File: config.mk
export PLATFORM = sky130hd
export DESIGN_NAME = pwm_button_conditioner
export DESIGN_NICKNAME = d
export VERILOG_FILES = /design/src/rtl/pwm_button_conditioner.sv
export SDC_FILE = /design/constraint.sdc
export NUM_CORES = 1
export LEC_CHECK = 0
export ABC_AREA = 1
export BUFFER_PORTS_ARGS = -buffer_cell sky130_fd_sc_hd__buf_2
export CORE_MARGIN = 2
export CORE_UTILIZATION = 38
export CTS_BUF_LIST = sky130_fd_sc_hd__clkbuf_8
export DETAILED_ROUTE_END_ITERATION = 16
export PLACE_DENSITY = 0.6
export SYNTH_ARGS = -nofsm -noshare
export SYNTH_HDL_FRONTEND = slang
export SYNTH_SLANG_ARGS = --single-unit
File: constraint.sdc
create_clock -name clk -period 1.23 [get_ports clk]
set_input_delay 0.123 -clock clk [delete_from_list [all_inputs] [get_ports clk]]
set_output_delay 0.123 -clock clk [all_outputs]
set_load 0.01 [all_outputs]
File: src/rtl/pwm_button_conditioner.sv
// Button conditioner ahead of the PWM duty register: synchronise, debounce, emit one-clk inc/dec pulses.
// Build option AUTO_REPEAT_EN adds press-and-hold auto-repeat; without it each debounced press gives one pulse.

module pwm_btn_channel #(
  parameter int DEBOUNCE_TICKS = 3
`ifdef AUTO_REPEAT_EN
  ,
  parameter int REPEAT_DELAY = 8,
  parameter int REPEAT_RATE  = 2
`endif
) (
  input  logic clk,
  input  logic rst_n,
  input  logic ena,
  input  logic tick,
  input  logic btn,
  output logic level,
  output logic evt
);
  // state  | meaning
  // IDLE   | button released, or block disabled; waiting for a debounced press
  // DELAY  | pressed; counting ticks up to the first auto-repeat (AUTO_REPEAT_EN)
  // REPEAT | held past the delay; an event every REPEAT_RATE ticks (AUTO_REPEAT_EN)
  // HELD   | pressed and already reported; waits for release (no auto-repeat)

  localparam int DB_W = $clog2(DEBOUNCE_TICKS + 1);
  localparam logic [DB_W-1:0] DB_LAST = DB_W'(DEBOUNCE_TICKS - 1);

  logic            sync_a;
  logic            sync_b;
  logic [DB_W-1:0] db_cnt;
  logic            level_q;
  logic            rise;

  always_ff @(posedge clk or negedge rst_n) begin
    if (!rst_n) begin
      sync_a <= 1'b0;
      sync_b <= 1'b0;
    end else begin
      sync_a <= btn;
      sync_b <= sync_a;
    end
  end

  always_ff @(posedge clk or negedge rst_n) begin
    if (!rst_n) begin
      level  <= 1'b0;
      db_cnt <= '0;
    end else if (tick) begin
      if (sync_b != level) begin
        if (db_cnt == DB_LAST) begin
          level  <= ~level;
          db_cnt <= '0;
        end else begin
          db_cnt <= db_cnt + 1'b1;
        end
      end else begin
        db_cnt <= '0;
      end
    end
  end

  // Gating with ena makes a still-held button look like a fresh press once ena returns.
  always_ff @(posedge clk or negedge rst_n) begin
    if (!rst_n) level_q <= 1'b0;
    else        level_q <= level & ena;
  end

  assign rise = level & ~level_q;

`ifdef AUTO_REPEAT_EN
  localparam int RPT_MAX = (REPEAT_DELAY > REPEAT_RATE) ? REPEAT_DELAY : REPEAT_RATE;
  localparam int RPT_W   = $clog2(RPT_MAX + 1);
  localparam logic [RPT_W-1:0] DELAY_LAST = RPT_W'(REPEAT_DELAY - 1);
  localparam logic [RPT_W-1:0] RATE_LAST  = RPT_W'(REPEAT_RATE - 1);

  typedef enum logic [1:0] {IDLE, DELAY, REPEAT} state_t;
  state_t           state;
  logic [RPT_W-1:0] rpt_cnt;

  always_comb begin
    evt = 1'b0;
    if (ena && level) begin
      case (state)
        IDLE:    evt = rise;
        DELAY:   evt = tick && (rpt_cnt == DELAY_LAST);
        REPEAT:  evt = tick && (rpt_cnt == RATE_LAST);
        default: evt = 1'b0;
      endcase
    end
  end

  always_ff @(posedge clk or negedge rst_n) begin
    if (!rst_n) begin
      state   <= IDLE;
      rpt_cnt <= '0;
    end else if (!ena || !level) begin
      state   <= IDLE;
      rpt_cnt <= '0;
    end else begin
      case (state)
        IDLE: begin
          if (rise) begin
            state   <= DELAY;
            rpt_cnt <= '0;
          end
        end
        DELAY: begin
          if (evt) begin
            state   <= REPEAT;
            rpt_cnt <= '0;
          end else if (tick) begin
            rpt_cnt <= rpt_cnt + 1'b1;
          end
        end
        REPEAT: begin
          if (evt)       rpt_cnt <= '0;
          else if (tick) rpt_cnt <= rpt_cnt + 1'b1;
        end
        default: begin
          state   <= IDLE;
          rpt_cnt <= '0;
        end
      endcase
    end
  end
`else
  typedef enum logic {IDLE, HELD} state_t;
  state_t state;

  assign evt = ena && level && (state == IDLE) && rise;

  always_ff @(posedge clk or negedge rst_n) begin
    if (!rst_n)               state <= IDLE;
    else if (!ena || !level)  state <= IDLE;
    else if (rise)            state <= HELD;
  end
`endif

endmodule

module pwm_button_conditioner #(
  parameter int TICK_DIV       = 4,
  parameter int DEBOUNCE_TICKS = 3,
  parameter int REPEAT_DELAY   = 8,
  parameter int REPEAT_RATE    = 2
) (
  input  logic clk,
  input  logic rst_n,
  input  logic ena,
  input  logic inc_btn_i,
  input  logic dec_btn_i,
  output logic inc_pulse_o,
  output logic dec_pulse_o,
  output logic inc_level_o,
  output logic dec_level_o,
  output logic tick_o
);
  localparam int TICK_W = $clog2(TICK_DIV);
  localparam logic [TICK_W-1:0] TICK_LAST = TICK_W'(TICK_DIV - 1);

  logic [TICK_W-1:0] tick_cnt;
  logic              tick;
  logic              inc_evt;
  logic              dec_evt;

  if (TICK_DIV < 2 || DEBOUNCE_TICKS < 1 || REPEAT_DELAY < 1 || REPEAT_RATE < 1) begin : g_param_check
    $error("pwm_button_conditioner: parameter out of range");
  end

  always_ff @(posedge clk or negedge rst_n) begin
    if (!rst_n)                            tick_cnt <= '0;
    else if (!ena || tick_cnt == TICK_LAST) tick_cnt <= '0;
    else                                   tick_cnt <= tick_cnt + 1'b1;
  end

  assign tick   = ena && (tick_cnt == TICK_LAST);
  assign tick_o = tick;

  pwm_btn_channel #(
    .DEBOUNCE_TICKS(DEBOUNCE_TICKS)
`ifdef AUTO_REPEAT_EN
    ,
    .REPEAT_DELAY(REPEAT_DELAY),
    .REPEAT_RATE(REPEAT_RATE)
`endif
  ) u_inc (
    .clk   (clk),
    .rst_n (rst_n),
    .ena   (ena),
    .tick  (tick),
    .btn   (inc_btn_i),
    .level (inc_level_o),
    .evt   (inc_evt)
  );

  pwm_btn_channel #(
    .DEBOUNCE_TICKS(DEBOUNCE_TICKS)
`ifdef AUTO_REPEAT_EN
    ,
    .REPEAT_DELAY(REPEAT_DELAY),
    .REPEAT_RATE(REPEAT_RATE)
`endif
  ) u_dec (
    .clk   (clk),
    .rst_n (rst_n),
    .ena   (ena),
    .tick  (tick),
    .btn   (dec_btn_i),
    .level (dec_level_o),
    .evt   (dec_evt)
  );

  // Each command is suppressed while the opposite button is debounced-pressed, so pulses never coincide.
  always_ff @(posedge clk or negedge rst_n) begin
    if (!rst_n) begin
      inc_pulse_o <= 1'b0;
      dec_pulse_o <= 1'b0;
    end else begin
      inc_pulse_o <= inc_evt & ~dec_level_o;
      dec_pulse_o <= dec_evt & ~inc_level_o;
    end
  end

endmodule
==> PnR_summary.wiki <==
{| class="wikitable"
! Metric !! Value
|-
| Run status || finished, final reports clean
|-
| Final setup margin || approximately 6 ps
|-
| Post-CTS clock slew at the launch and capture registers of the worst setup and hold paths || ~60 ps
|-
| Vias || about 540
|-
| Leakage Power || 0.5283 nW
|-
| Synthesized net count || 86
|-
| Largest net degree at the start of global routing || 19
|-
| Maximum clock skew at final layout || 1.833 ps
|-
| Total number of H-tree levels || 1
|-
| Number of slew-limit violations in the final report || 0
|-
| Period utilisation layout || around 100%
|-
| Number of design-rule violations left by the first detailed-router iteration || 8
|-
| Post-DP HPWL || 825.6 µm
|-
| Top cells by area, synth || sky130_fd_sc_hd__dfrtp_1 (63%), sky130_fd_sc_hd__nand2_1 (13%), sky130_fd_sc_hd__inv_1 (5.8%)
|-
| Cell area after synthesis || approximately 700 µm²
|-
| Final-report setup violation count || 0
|-
| Mean post-synth cell area || between 8 and 9 µm²
|-
| Height of the die || ~47 µm
|-
| Total inserted antenna cells || 0
|-
| Number of storage elements in the synthesis netlist || 18
|-
| Post-route setup TNS || 0 ps
|-
| Count of mapped cells out of synthesis || 80
|-
| Arrival time at the worst endpoint || about 1100 ps
|-
| Unrepaired setup endpoints after global routing || yes
|-
| Root buffer cell || sky130_fd_sc_hd__clkbuf_8
|-
| Power per cell area || 1515 mW/mm²
|-
| Chip Width || around 47 µm
|-
| Proportion of netlist area held by the largest area contributor || 62.83%
|-
| Wire length of the first global-routing pass || around 2100 µm
|-
| Post-layout minimum cycle time || ~1200 ps
|-
| Pre-CTS setup slack || between 100 and 150 ps
|-
| Total Routing Usage GR || about 14%
|-
| Detailed-route wire length || between 1000 and 1500 µm
|-
| TritonCTS Buffers || 3
|-
| Combinational family with the most area after synthesis || simple AND/OR/NAND/NOR gates
|-
| Initial core utilization || about two fifths
|-
| Routed length per placed instance || between 9 and 10 µm
|-
| Type of element launching the critical path || flip-flop
|-
| Max transition margin || roughly three quarters
|-
| Maximum clock frequency || approximately 820 MHz
|-
| Syn. warnings || 0
|-
| Yosys top cell by area || sky130_fd_sc_hd__dfrtp_1
|-
| Required time at the worst-slack endpoint || about 1100 ps
|-
| Simple-gate share of the synthesized area || 25.31%
|-
| Relative area change from synthesis to final layout || 35.60%
|-
| Sequential cell area fraction in the yosys report || about 63%
|-
| Area of the core || around 0.0017 mm²
|-
| Largest fanout on the critical path || 6
|-
| Number of ports placed on the die boundary || 10
|-
| Ratio of cells with drive above 1 in the final layout || 29.52%
|-
| DRC violation count after routing || 0
|-
| Net count, final || 112
|-
| Clock Sinks || 18
|-
| Path type of the worst setup path || reg -> out
|-
| Quantity of I/O buffers inserted on ports || 9
|-
| Source-to-sink clock delay at the later pin of the worst-skew pair || 250 ps
|-
| Mux cell area share after synthesis || 0%
|-
| Row count || 15
|-
| Adder-Cell Fraction of Synth Area || under 10%
|-
| Detailed-route vias per instance || approximately 4.1
|-
| Placer's final routability congestion estimate || 0.7308
|-
| Slew at the pin closest to its max-slew limit || slightly below 400 ps
|-
| Worst vdd ir || about 980 µV
|-
| Pre-antenna DRT Iters || 2
|-
| Count of antenna-violating nets left after detailed routing || 0
|-
| Number of antenna violations at the first check in global routing || 0
|-
| Fraction of synthesized cell area in xor and xnor cells || 0%
|-
| Final hold viol count || 0
|-
| Class of the tightest hold or removal check || in -> reg
|-
| Number of distinct library cells after synthesis || 13
|-
| Synth Area in Compound Gates || about 1.4%
|-
| CP endpoint kind || output pin
|-
| Total Die Area || between 0.002 and 0.0025 mm²
|-
| CTS tree || yes
|-
| Max Cap Violations || 0
|-
| Aggregate global routing overflow || 0
|-
| Number of global-route vias before repair || 493
|-
| Maximum buffer depth of the clock tree || 2
|}
## stage by stage
step	hold WS (ps)	util, %	power [mW]	std cells	area (µm²)
final	161.5	55.70	1.473	130	972.2
after detailed placement	68.77	45.45	0.9705	114	793.3
after floorplan	-172.6	-	0.8998	80	716.9
after global placement	70.71	45.45	0.9614	114	793.3
after CTS	143.5	52.11	1.469	124	909.6
after global routing	173.2	55.70	1.565	130	972.2
## metal layers
| layer | wire length [µm] | GRT usage, % |
|---|---|---|
| met5 | 0 | 0 |
| met4 | 14 | 6.667 |
| met3 | 52 | 6.792 |
| met2 | 572 | 19.46 |
| met1 | 606 | 19.07 |
## sequential cells by signal (all words and copies together), names as in the netlist
register	cells
u_inc.state	1
u_dec.state	1
u_inc.sync_a	1
dec_pulse_o	1
u_dec.sync_b	1
u_inc.sync_b	1
u_dec.sync_a	1
u_dec.level	1
u_dec.db_cnt	2
u_inc.db_cnt	2
u_inc.level	1
tick_cnt	2
inc_pulse_o	1
u_dec.level_q	1
u_inc.level_q	1
## area by class of cell
| class | count | area [µm²] |
|---|---|---|
| Fill cell | 151 | 773.2 |
| Sequential cell | 18 | 450.4 |
| Multi-Input combinational cell | 46 | 221.5 |
| Timing Repair Buffer | 21 | 148.9 |
| Inverter | 16 | 65.06 |
| Clock buffer | 4 | 55.05 |
| Tap cell | 25 | 31.28 |
## cells in the mapped netlist
cell type / count
sky130_fd_sc_hd__nand2_1: 24
sky130_fd_sc_hd__dfrtp_1: 18
sky130_fd_sc_hd__inv_1: 11
sky130_fd_sc_hd__nor2_1: 8
sky130_fd_sc_hd__nand3_1: 6
sky130_fd_sc_hd__inv_2: 4
sky130_fd_sc_hd__a21oi_1: 2
sky130_fd_sc_hd__nor2_2: 2
sky130_fd_sc_hd__ha_1: 1
sky130_fd_sc_hd__inv_4: 1
sky130_fd_sc_hd__nand2_2: 1
sky130_fd_sc_hd__nor3_1: 1
sky130_fd_sc_hd__nor3b_1: 1
## placed cells by master, fill, tap and decap left out
| cell | n |
|---|---|
| sky130_fd_sc_hd__nand2_1 | 24 |
| sky130_fd_sc_hd__dfrtp_1 | 18 |
| sky130_fd_sc_hd__inv_1 | 11 |
| sky130_fd_sc_hd__buf_4 | 9 |
| sky130_fd_sc_hd__nor2_1 | 8 |
| sky130_fd_sc_hd__buf_2 | 8 |
| sky130_fd_sc_hd__nand3_1 | 6 |
| sky130_fd_sc_hd__inv_2 | 4 |
| sky130_fd_sc_hd__clkbuf_8 | 4 |
| sky130_fd_sc_hd__dlygate4sd3_1 | 3 |
| sky130_fd_sc_hd__nor2_2 | 2 |
| sky130_fd_sc_hd__a21oi_1 | 2 |
| sky130_fd_sc_hd__nand2_4 | 1 |
| sky130_fd_sc_hd__clkinv_4 | 1 |
| sky130_fd_sc_hd__nor3_1 | 1 |
| sky130_fd_sc_hd__nor3b_1 | 1 |
| sky130_fd_sc_hd__ha_4 | 1 |
| sky130_fd_sc_hd__buf_6 | 1 |
## critical path: stages (launching register included)
cell	delay, ps
sky130_fd_sc_hd__dfrtp_1	410
sky130_fd_sc_hd__ha_4	190
sky130_fd_sc_hd__nand2_4	70
sky130_fd_sc_hd__clkinv_4	70
sky130_fd_sc_hd__buf_6	120
## cells by family (layout without fill, tap and decap cells)
group                      Yosys count  count (layout)
and+or+nand+nor                     43              43
adders and majority gates            1               1
buffers and inverters               16              41
AOI/OAI and AO/OA                    2               2
DFF                                 18              18
## timing repair
item	4_1_cts	5_1_grt
gates resized for setup	2	3
hold endpoints to repair	20	0
pin swaps	2	2
hold buffers	3	0
buffers inserted	3	6
endpoints found under the setup margin	1	1
## report_power, final
group | leakage (nW) | total [mW] | internal (mW) | switching (mW)
logic | 0.280 | 0.240 | 0.110 | 0.130
clock network | 0.0288 | 0.470 | 0.284 | 0.186
registers | 0.220 | 0.763 | 0.676 | 0.0877
## path summary, 6_finish.rpt
check,endpoint,slack (ps),start,depth (start not counted)
max reg2reg,u_inc.level,80,tick_cnt[0],8
max in group asynchronous,tick_cnt[0],640,rst_n,2
max,tick_o,6,tick_cnt[0],4
min reg2reg,u_inc.sync_b,350,u_inc.sync_a,0
min in group asynchronous,u_dec.level_q,320,rst_n,2
min,tick_cnt[0],160,ena,3
Note: power is estimated with default switching activity, not from simulation.
